### config.mk
export PLATFORM = sky130hd
export DESIGN_NAME = lift_call_queue
export DESIGN_NICKNAME = d
export VERILOG_FILES = /design/src/rtl/lift_call_queue.sv
export SDC_FILE = /design/constraint.sdc
export NUM_CORES = 1
export LEC_CHECK = 0
export BUFFER_PORTS_ARGS = -buffer_cell sky130_fd_sc_hd__clkbuf_2
export CAP_MARGIN = 5
export CORE_MARGIN = 4
export CORE_UTILIZATION = 45
export CTS_BUF_LIST = sky130_fd_sc_hd__clkbuf_16
export CTS_CLUSTER_SIZE = 14
export DETAILED_ROUTE_END_ITERATION = 12
export GPL_ROUTABILITY_DRIVEN = 0
export SETUP_SLACK_MARGIN = 0.1
export SYNTH_ARGS = -nofsm -noshare
export SYNTH_HDL_FRONTEND = slang
export SYNTH_SLANG_ARGS = --single-unit
### constraint.sdc
create_clock -name clk -period 3.8 [get_ports clk]
set_input_delay 0.19 -clock clk [delete_from_list [all_inputs] [get_ports clk]]
set_output_delay 0.19 -clock clk [all_outputs]
set_load 0.005 [all_outputs]
### src/rtl/lift_call_queue.sv
// rtl/lift_call_queue.sv - hall-call capture, request encoding and FIFO feeding the lift controller
module lift_call_queue #(
  parameter int DEPTH = 8,
  parameter int CW    = $clog2(DEPTH + 1)
) (
  input  logic          clk,
  input  logic          rst_n,
  input  logic [5:0]    btn,
  input  logic          fsm_done,
  output logic [2:0]    din,
  output logic          q_empty,
  output logic [5:0]    lamp,
  output logic [CW-1:0] count
);

  localparam int PW = (DEPTH > 1) ? $clog2(DEPTH) : 1;

  typedef enum logic [1:0] {
    S_IDLE    = 2'd0,
    S_LATCHED = 2'd1,
    S_QUEUED  = 2'd2
  } btn_state_t;

  btn_state_t state_q [6];
  btn_state_t state_d [6];

  logic [5:0]    btn_d;
  logic [5:0]    rise;
  logic [5:0]    latched;
  logic [5:0]    push_sel;
  logic [5:0]    pop_hit;
  logic          full;
  logic          push;
  logic          pop;
  logic [2:0]    push_code;
  logic [2:0]    mem [DEPTH];
  logic [PW-1:0] wr_ptr;
  logic [PW-1:0] rd_ptr;
  logic [PW-1:0] rd_ptr_d;
  logic [CW-1:0] count_d;
  logic [2:0]    head_d;

  // bit2 = direction (1 = down); 000 is reserved for "no request"
  function automatic logic [2:0] btn_code(input int unsigned idx);
    case (idx)
      0:       btn_code = 3'b001;
      1:       btn_code = 3'b010;
      2:       btn_code = 3'b011;
      3:       btn_code = 3'b110;
      4:       btn_code = 3'b111;
      5:       btn_code = 3'b100;
      default: btn_code = 3'b000;
    endcase
  endfunction

  function automatic logic [PW-1:0] ptr_inc(input logic [PW-1:0] p);
    ptr_inc = (p == PW'(DEPTH - 1)) ? '0 : p + PW'(1);
  endfunction

  always_ff @(posedge clk) begin
    btn_d <= btn;
  end

  assign rise = btn & ~btn_d;
  assign full = (count == CW'(DEPTH));
  assign pop  = fsm_done & ~q_empty;

  always_comb begin
    latched = '0;
    pop_hit = '0;
    for (int i = 0; i < 6; i++) begin
      latched[i] = (state_q[i] == S_LATCHED);
      pop_hit[i] = pop && (din == btn_code(i));
    end
  end

  // lowest-index latched button wins the single push slot
  assign push_sel = full ? 6'b0 : (latched & (~latched + 6'd1));
  assign push     = |push_sel;

  always_comb begin
    push_code = 3'b000;
    for (int i = 0; i < 6; i++) begin
      if (push_sel[i]) push_code = btn_code(i);
    end
  end

  always_ff @(posedge clk) begin
    if (!rst_n) begin
      for (int i = 0; i < 6; i++) state_q[i] <= S_IDLE;
    end else begin
      for (int i = 0; i < 6; i++) state_q[i] <= state_d[i];
    end
  end

  always_comb begin
    for (int i = 0; i < 6; i++) begin
      state_d[i] = state_q[i];
      case (state_q[i])
        S_IDLE:    if (rise[i]) state_d[i] = S_LATCHED;
        S_LATCHED: if (push_sel[i]) state_d[i] = S_QUEUED;
        S_QUEUED:  if (pop_hit[i]) state_d[i] = rise[i] ? S_LATCHED : S_IDLE;
        default:   state_d[i] = S_IDLE;
      endcase
    end
  end

  always_comb begin
    lamp = '0;
    for (int i = 0; i < 6; i++) begin
      lamp[i] = (state_q[i] != S_IDLE);
    end
  end

  assign rd_ptr_d = pop ? ptr_inc(rd_ptr) : rd_ptr;

  always_comb begin
    count_d = count;
    case ({push, pop})
      2'b10:   count_d = count + CW'(1);
      2'b01:   count_d = count - CW'(1);
      default: count_d = count;
    endcase
  end

  // A push into a FIFO that is (or is about to be) empty must bypass memory to reach din
  always_comb begin
    if (count_d == '0)
      head_d = 3'b000;
    else if (count == CW'(pop))
      head_d = push_code;
    else
      head_d = mem[rd_ptr_d];
  end

  always_ff @(posedge clk) begin
    if (push) mem[wr_ptr] <= push_code;
  end

  always_ff @(posedge clk) begin
    if (!rst_n) begin
      wr_ptr  <= '0;
      rd_ptr  <= '0;
      count   <= '0;
      din     <= 3'b000;
      q_empty <= 1'b1;
    end else begin
      if (push) wr_ptr <= ptr_inc(wr_ptr);
      rd_ptr  <= rd_ptr_d;
      count   <= count_d;
      din     <= head_d;
      q_empty <= (count_d == '0);
    end
  end

endmodule
==> results of run 1 <==
cells by family after synthesis:
kind of cell,after synthesis,share of synthesized area
DFF,56,0.4870
xor gates and xnor gates,4,0.01254
and+or+nand+nor,118,0.2413
adders and majority gates,7,0.03133
AOI/OAI and AO/OA,56,0.1280
buffers and inverters,15,0.02641
muxes,19,0.07341
worst max-delay path: stages, from the launching register on:
cell      delay (ps)
dfxtp_1          330
nand2b_1         220
and4_1           280
a31oi_1          410
inv_2            170
ha_1             310
xor2_1           180
ha_1             200
a21oi_1          140
xor2_1           200
or3_1            150
nand3_1           70
o21ai_1          270
nor2_1            80
cell usage after synthesis, types with 4 or more instances:
cell type	number	area (sq um)
nand2b_1	9	56.30
nand3_1	5	25.02
nor2_1	21	78.83
clkbuf_1	4	15.01
a21boi_0	4	30.03
nor3b_1	9	67.56
dfxtp_1	32	640.6
o21ai_0	8	40.04
or2_2	6	37.54
ha_1	7	87.58
a31oi_1	9	56.30
nor3_1	9	45.04
mux2i_1	16	160.2
a21oi_1	17	85.08
nor2b_1	18	112.6
inv_1	5	18.77
nand2_1	18	67.56
edfxtp_1	24	720.7
registers in the layout, summed over array words and instances (netlist names):
name,flops
wr_ptr,3
count,4
mem,24
q_empty,1
din,3
btn_d,6
rd_ptr,3
state_q,12
cells in the final DEF, fill, tap and decap left out, drive strengths merged, types with 8 or more instances in the layout:
cell type,count
nand2b,10
nor2,22
inv,8
o21ai,9
mux2i,17
nor3b,9
nand2,18
a21oi,17
dfxtp,32
nor2b,18
nor3,9
a31oi,9
edfxtp,24
clkbuf,27
final timing paths:
check	endpoint	slack [ps]	cells past startpoint	startpoint
max	din[1]	680	13	state_q[1][1]
min	btn_d[5]	4	1	btn[5]
max reg2reg	din[1]	680	13	state_q[1][1]
min reg2reg	state_q[1][1]	550	2	state_q[1][1]
where the power goes:
group	total, W	leakage [nW]	switching, W	internal [W]
sequential	0.000846	0.485	0.000106	0.000741
clock	0.000466	0.0742	0.000219	0.000247
combinational	0.000638	0.683	0.000362	0.000277
area by class of cell:
| type | instances | area [sq um] | area share |
|---|---|---|---|
| inverter | 7 | 28.78 | 0.009248 |
| sequential | 56 | 1361 | 0.4375 |
| timing repair buffer | 23 | 120.1 | 0.03860 |
| clock inverter | 3 | 22.52 | 0.007238 |
| clock buffer | 5 | 125.1 | 0.04021 |
| multi-input combinational | 204 | 1360 | 0.4371 |
| tap | 75 | 93.84 | 0.03016 |
metrics by stage:
step	hold slack, ps	worst slack (ps)	area [sq um]	total power (W)
after global placement	302.6	840.1	2954	0.001495
after CTS	1.206	673.7	3102	0.001964
final	3.947	676.9	3112	0.001951
after floorplan	217.7	1072	2795	0.001316
after global routing	3.733	297.3	3112	0.002079
after detailed placement	308.1	694.2	2954	0.001499
metal layers:
metal / up-vias / GRT usage
li1: 1052 / -
met1: 989 / 0.2419
met2: 36 / 0.2567
met3: 5 / 0.03042
met4: 0 / 0.04249
met5: - / 0
timing repair:
action	in CTS	in global routing
endpoints found under the setup margin	0	0
hold endpoints to repair	0	1
resized for setup	0	0
hold buffers	0	1
==> qor.csv, run 1 <==
metric,value,unit
outcome,finished clean,
CTS H-Tree Depth,2,
"CTS clk-pin slew, worst paths",70,ps
CP endpoint kind,register,
total CTS buffers,5,
Syn Nets,291,
Final Max Slew Viols,0,
post-synthesis sequential area ratio,0.4870,
largest net degree at the start of global routing,24,
Tcrit/Tclk final,0.8219,
metal2 WL,2.686,mm
Layout area overhead,11.32,%
Initial DRC Count,152,
starting density of the core,0.4666,
total gr overflow,0,
Min-Delay Path Class,input port to register,
wire length on met1,2.938,mm
Final ANT Viol Nets,0,
Setup CP Type,register to register,
"Clk Latency, worst-skew pair",290,ps
final wirelength,5.914,mm
worst clock skew,3.837,ps
number of global-route vias before repair,2010,
wire length per cell,15.86,um
# fillers,567,
Worst slew margin,0.4015,
"Max FO, Critical Path",7,
VDD IR-drop max,286.5,uV
Post-CTS Setup Repair Bufs,0,
Setup TNS Final,0,ps
antenna violations before repair,0,
n_diodes,0,
Post-Place Cells,364,
Worst EP arrival,3300,ps
final hold vios,0,
Rows,28,
die height,86.82,um
fmax,0.3202,GHz
# DRC,0,
Final setup viols,0,
Port Buf Inserts,22,
maxcap violations,0,
number of synthesized flops with an enable pin,24,
Post-Syn Instances,275,
Pre-Repair DR Iteration Count,4,
count of yosys warnings during synthesis,0,
fraction of registers with async set/reset,0,
CP Launch Type,register,
maximum clock path buffer count,2,
clock root cell,clkbuf_16,
post-route minimum period,3123,ps
top sig layer,met4,
worst slew pin tran,893.6,ps
post-synth cell types,53,
post-DP HPWL,4.267,mm
clock sinks,56,
# IOs,23,
total track usage,0.1670,
"Top FF cell, synth",dfxtp_1,
Synth Register Bits,56,
via count,2082,
"Core Util, Final",0.5194,
Die Area,7537,sq um
layout cells sized above 1,0.1544,
Lkg Pwr,1.242,nW
Pwr Density,626.9,nW/um^2
RSZ-0062 raised after global routing,false,
data required time of the worst path,3980,ps
Via density,5.582,
Layout Cells excl Fill,373,
core box area,5991,sq um
Final nets,313,
Die Span X,86.82,um
Avg Inst Size Synth,10.16,sq um
first-pass GRT wire length,9.839,mm
TritonCTS clock tree,built,
met3 WL,226,um
post-synthesis cell area,2795,sq um
(Power assumes the default switching activity.)
==> run 2, diff against run 1 <==
Settings changed: PLACE_DENSITY from default to 0.65.
Clock period 3.8 ns to 2.6 ns, I/O delays scaled along.
==> run 2 against run 1 <==
Effect of this change: total power grew 59%; clock skew grew 4.5 ps; wire length grew 3.7%; count of clock-buffer cells in the layout is the same; die area is the same; register-to-register slack lost 450 ps; design area grew 11%; global-route usage grew 0.56 points; cell count grew 7.2%.
==> qor.csv, run 2 (synthesis gave the netlist of run 1 again) <==
metric,value,unit,change
outcome,finished clean,,unchanged
Setup TNS Final,0,ps,unchanged
Final setup viols,0,,unchanged
max reg flops,24,,unchanged
final wirelength,6.131,mm,was 5.914 mm
Die Span X,86.82,um,unchanged
clock sinks,56,,unchanged
Pre-Repair DR Iteration Count,4,,unchanged
Setup Slack @ Placement,71.71,ps,was 694.2 ps
Via density,5.468,,was 5.582
most frequent cells in the layout,"edfxtp_1, dfxtp_1, clkbuf_2, buf_4, nor2_1",,"was dfxtp_1, edfxtp_1, clkbuf_2, nor2_1"
worst clock skew,8.313,ps,was 3.837 ps
post-route minimum period,2375,ps,was 3123 ps
Final nets,340,,was 313
Worst EP arrival,2610,ps,was 3300 ps
# IOs,23,,unchanged
total track usage,0.1726,,was 0.1670
first-pass GRT wire length,10.28,mm,was 9.839 mm
CTS H-Tree Depth,2,,unchanged
"most common cell after layout, fill and taps aside",edfxtp_1,,was dfxtp_1
CP Launch Type,register,,unchanged
Setup CP Type,register to register,,unchanged
# fillers,523,,was 567
Initial DRC Count,87,,was 152
Layout area overhead,23.77,%,was 11.32%
antenna violations before repair,0,,unchanged
RSZ-0062 raised after global routing,false,,unchanged
Final ANT Viol Nets,0,,unchanged
via count,2187,,was 2082
starting density of the core,0.4666,,unchanged
register with the most flip-flops,mem,,unchanged
Buffers & Inverters on Critical Path,2,,was 1
number of global-route vias before repair,2129,,was 2010
total gr overflow,0,,unchanged
Lkg Pwr,1.394,nW,was 1.242 nW
worst hold slack,292.2,ps,was 3.947 ps
worst slew pin tran,621.5,ps,was 893.6 ps
data required time of the worst path,2830,ps,was 3980 ps
crit path cell chain,"nand2b_4, and4_4, a31oi_4, inv_2, buf_4, ha_1, nor2b_1, a31oi_1, o32ai_2, xor2_2, o21ai_4, a21oi_2",,"was nand2b_1, and4_1, a31oi_1, inv_2, ha_1, xor2_1, ha_1, a21oi_1, xor2_1, or3_1, nand3_1, o21ai_1, nor2_1"
Tcrit/Tclk final,0.9135,,was 0.8219
area of the multi-input gates,1486,sq um,was 1360 sq um
# DRC,0,,unchanged
GRT met2 Usage,0.2526,,was 0.2567
"delay-heaviest family, CP",compound AO/OA/AOI/OAI gates,,unchanged
clock root cell,clkbuf_16,,unchanged
Pwr Density,893.9,nW/um^2,was 626.9 nW/um^2
fin worst setup slack,225.0,ps,was 676.9 ps
biggest regs,"mem (24), state_q (12), btn_d (6)",,unchanged
final hold vios,0,,unchanged
core box area,5991,sq um,unchanged
"CTS clk-pin slew, worst paths",70,ps,about the same
post-DP HPWL,4.301,mm,was 4.267 mm
Rows,28,,unchanged
Final Max Slew Viols,0,,unchanged
slowest CP cell,dfxtp_4,,was a31oi_1
total CTS buffers,5,,unchanged
Reg area,1375,sq um,was 1361 sq um
Min-Delay Path Class,input port to register,,unchanged
TritonCTS clock tree,built,,unchanged
die height,86.82,um,unchanged
VDD IR-drop max,485.1,uV,was 286.5 uV
Die Area,7537,sq um,unchanged
GR Util met1,0.2537,,was 0.2419
"Max FO, Critical Path",4,,was 7
routing usage on met3,0.03232,,was 0.03042
Worst slew margin,0.5818,,was 0.4015
n_diodes,0,,unchanged
max incr delay on CP,340,ps,was 410 ps
"Clk Latency, worst-skew pair",290,ps,about the same
maxcap violations,0,,unchanged
maximum clock path buffer count,2,,unchanged
largest net degree at the start of global routing,24,,unchanged
GR peak layer,met1,,was met2
layout cells sized above 1,0.2862,,was 0.1544
CP endpoint kind,register,,unchanged
Port Buf Inserts,22,,unchanged
wire length per cell,15.33,um,was 15.86 um
fmax,0.4211,GHz,was 0.3202 GHz
## run 2: cell types whose count changed in the layout (fill, tap and decap cells not counted), sizes merged
cell | previous run | this run
inv | 8 | 9
clkinv | 2 | 1
buf | 0 | 22
dlygate4sd3 | 1 | 6
## run 2: final cells by class
type                            count  area share
Inverter                            7    0.008318
Multi-Input combinational cell    204      0.4297
Clock inverter                      3    0.004340
Timing Repair Buffer               50     0.09693
Sequential cell                    56      0.3975
Clock buffer                        5     0.03617
Tap cell                           75     0.02712
## run 2: worst paths after layout
| kind | cells after the start | slack, ps | end | startpoint |
|---|---|---|---|---|
| worst min register to register | 2 | 550 | state_q[1][1] | state_q[1][1] |
| worst min-delay path | 4 | 290 | rd_ptr[2] | fsm_done |
| worst max-delay path | 12 | 230 | din[0] | state_q[2][1] |
| worst max register to register | 12 | 230 | din[0] | state_q[2][1] |
## run 2: where the power goes
group	internal (W)	leakage, nW	switching, W
logic	0.000582	0.829	0.000638
clock network	0.000353	0.0753	0.000301
registers	0.00109	0.490	0.000132
## run 2: per-stage QoR
step / instance area [sq um] / cells / total power [W] / utilization
after floorplan: 2824 / 275 / 0.001951 / -
after global placement: 3095 / 379 / 0.002291 / 0.5167
after detailed placement: 3095 / 379 / 0.002299 / 0.5167
after CTS: 3317 / 393 / 0.002974 / 0.5537
after global routing: 3460 / 400 / 0.003307 / 0.5775
final: 3460 / 400 / 0.003092 / 0.5775
## run 2: timing repair
action                                 in CTS  in global routing
pin swaps                                   0                  8
setup buffers                               0                  7
setup endpoints to repair                   3                  5
gates cloned                                0                  0
endpoints found under the hold margin       6                  0
hold buffers                                6                  0
resized for setup                           5                 22
## run 2: layer usage
layer	up-vias	share of wire
met2	47	0.46
met5	-	0
met1	1028	0.48
met4	0	0.019
li1	1103	-
met3	9	0.039
## run 2: worst min-delay path: stages
cell      delay (ps)
clkbuf_2         100
nand2b_4         140
nand2_1          100
a21boi_0          70
==> run 3, diff against run 2 <==
Settings changed: CORE_UTILIZATION 45 to 50, GPL_ROUTABILITY_DRIVEN 0 to default, PLACE_DENSITY 0.65 to 0.71.
==> run 3 against run 2 <==
Effect of this change: total power is 2.3% lower; clock skew about the same; critical path depth shrank 1; wire length decreased by 1.9%; cell count fell by 1.3%; sequential power is essentially flat; highest routed layer unchanged.
==> qor.csv, run 3 (synthesis gave the netlist of run 1 again) <==
metric,value,unit,change
fin worst setup slack,99.18,ps,was 225.0 ps
Sw Share,0.3429,,was 0.3461
clock sinks,56,,unchanged
n_diodes,0,,unchanged
most frequent cells in the layout,"dfxtp_1, edfxtp_1, clkbuf_2, buf_4, nor2_1",,"was edfxtp_1, dfxtp_1, clkbuf_2, buf_4, nor2_1"
Seq pwr share,0.397,,was 0.394
Rows,26,,was 28
maxcap violations,0,,unchanged
starting density of the core,0.5304,,was 0.4666
Final ANT Viol Nets,0,,unchanged
antenna violations before repair,0,,unchanged
"Max FO, Critical Path",7,,was 4
total gr overflow,0,,unchanged
number of global-route vias before repair,2093,,was 2129
register with the most flip-flops,mem,,unchanged
Worst EP arrival,2720,ps,was 2610 ps
post-DP HPWL,4.256,mm,was 4.301 mm
Port Buf Inserts,22,,unchanged
HP Start,fsm_done,,unchanged
Layout area overhead,21.89,%,was 23.77%
RR Startpoint,state_q[2][1],,unchanged
max reg flops,24,,unchanged
# IOs,23,,unchanged
core box area,5270,sq um,was 5991 sq um
layout cells sized above 1,0.2615,,was 0.2862
Final nets,340,,unchanged
Min-Delay Path Class,input port to register,,unchanged
total track usage,0.1927,,was 0.1726
maximum clock path buffer count,2,,unchanged
die height,82.77,um,was 86.82 um
"most common cell after layout, fill and taps aside",dfxtp_1,,was edfxtp_1
worst r2r dst,din[0],,unchanged
FF-to-FF path depth,11,,was 12
final hold vios,0,,unchanged
CP endpoint kind,register,,unchanged
Lkg Pwr,1.384,nW,was 1.394 nW
Final GP Congestion,0.8768,,
Setup TNS Final,0,ps,unchanged
VDD IR-drop max,590.9,uV,was 485.1 uV
Tcrit/Tclk final,0.9619,,was 0.9135
total CTS buffers,5,,unchanged
outcome,finished clean,,unchanged
"CTS clk-pin slew, worst paths",70,ps,about the same
wire length per cell,15.23,um,was 15.33 um
RSZ-0062 raised after global routing,true,,was false
CTS H-Tree Depth,2,,unchanged
biggest regs,"mem (24), state_q (12), btn_d (6)",,unchanged
Pint,0.001986,W,was 0.002022 W
Die Span X,82.77,um,was 86.82 um
CP Launch Type,register,,unchanged
fmax,0.3999,GHz,was 0.4211 GHz
Final setup viols,0,,unchanged
WHS Path Cells,4,,unchanged
first-pass GRT wire length,9.970,mm,was 10.28 mm
"Clk Latency, worst-skew pair",290,ps,about the same
Via density,5.638,,was 5.468
hold endpoint,rd_ptr[2],,unchanged
Clk pwr share,0.213,,was 0.212
worst clock skew,7.955,ps,was 8.313 ps
Reg2Reg Setup Slack,100,ps,was 230 ps
Initial DRC Count,116,,was 87
Layout Cells excl Fill,395,,was 400
final wirelength,6.015,mm,was 6.131 mm
combinational share of power,0.390,,was 0.394
data required time of the worst path,2820,ps,was 2830 ps
post-route minimum period,2501,ps,was 2375 ps
Final Max Slew Viols,0,,unchanged
Setup Slack @ Placement,26.15,ps,was 71.71 ps
Pre-Repair DR Iteration Count,5,,was 4
Pwr Density,887.2,nW/um^2,was 893.9 nW/um^2
Post-Place Cells,375,,was 379
Setup CP Type,register to register,,unchanged
Worst slew margin,0.4778,,was 0.5818
Psw,0.001037,W,was 0.001070 W
# fillers,443,,was 523
clock root cell,clkbuf_16,,unchanged
TritonCTS clock tree,built,,unchanged
"Core Util, Final",0.6465,,was 0.5775
largest net degree at the start of global routing,24,,unchanged
worst slew pin tran,772.4,ps,was 621.5 ps
via count,2227,,was 2187
# DRC,0,,unchanged
Die Area,6851,sq um,was 7537 sq um
[run 3: changes by cell type in the layout (fill, tap and decap cells not counted), sizes merged]
cell    change
clkinv      -1
inv         +1
[run 3: per-layer routing]
metal,part of all wire,GRT usage,up-vias
li1,-,-,1106
met1,0.47,0.2767,1069
met2,0.47,0.2989,46
met3,0.049,0.03780,6
met4,0.0088,0.04902,0
met5,0,0,-
[run 3: area by class of cell]
type | count | area [sq um] | area share
clock inverters | 3 | 13.76 | 0.004040
multi-input cells | 204 | 1445 | 0.4242
repair buffers | 50 | 335.3 | 0.09842
clock buffers | 5 | 125.1 | 0.03672
well taps | 70 | 87.58 | 0.02571
flip-flops and latches | 56 | 1369 | 0.4018
inverters | 7 | 31.28 | 0.009181
[run 3: worst max path at each step]
stage,startpoint,endpoint,slack [ps],cells after the start
after global placement,state_q[4][1],din[1],110,13
after floorplan,state_q[1][1],din[0],120,13
final,state_q[2][1],din[0],100,11
after CTS,state_q[2][1],din[0],110,13
after detailed placement,state_q[4][1],din[1],30,13
after global routing,state_q[2][1],din[2],2,13
[run 3: through the flow]
step           power, W  instance area [sq um]  hold WS [ps]
2_1_floorplan  0.001951                   2824         157.7
3_3_place_gp   0.002285                   3097         243.7
3_5_place_dp   0.002299                   3097         248.6
4_1_cts        0.002975                   3322         300.7
5_1_grt        0.003226                   3407         341.8
6_report       0.003023                   3407         306.3
[run 3: repair_timing]
item                       CTS  global route
hold buffers                 6             0
pin swaps                    1             6
gates cloned                 0             0
hold endpoints to repair     6             0
setup buffers                0             6
resized for setup            5            13
setup endpoints to repair    4             5
[run 3: power by group through the flow]
stage | logic, W | registers (W) | clock network [W]
after floorplan | 0.000750 | 0.00120 | 0
after global placement | 0.00107 | 0.00121 | 0
after detailed placement | 0.00109 | 0.00121 | 0
after CTS | 0.00113 | 0.00119 | 0.000655
after global routing | 0.00131 | 0.00122 | 0.000693
final | 0.00118 | 0.00120 | 0.000643
[run 3: worst max-delay path, stage by stage, from the launching register on]
cell and delay [ps]:
dfxtp_2 330, nand2b_4 140, and4_4 200, a31oi_4 220
inv_4 70, buf_4 150, ha_2 330, or3_1 330
o32ai_1 160, xor2_1 260, o21ai_2 120, a21oi_1 140
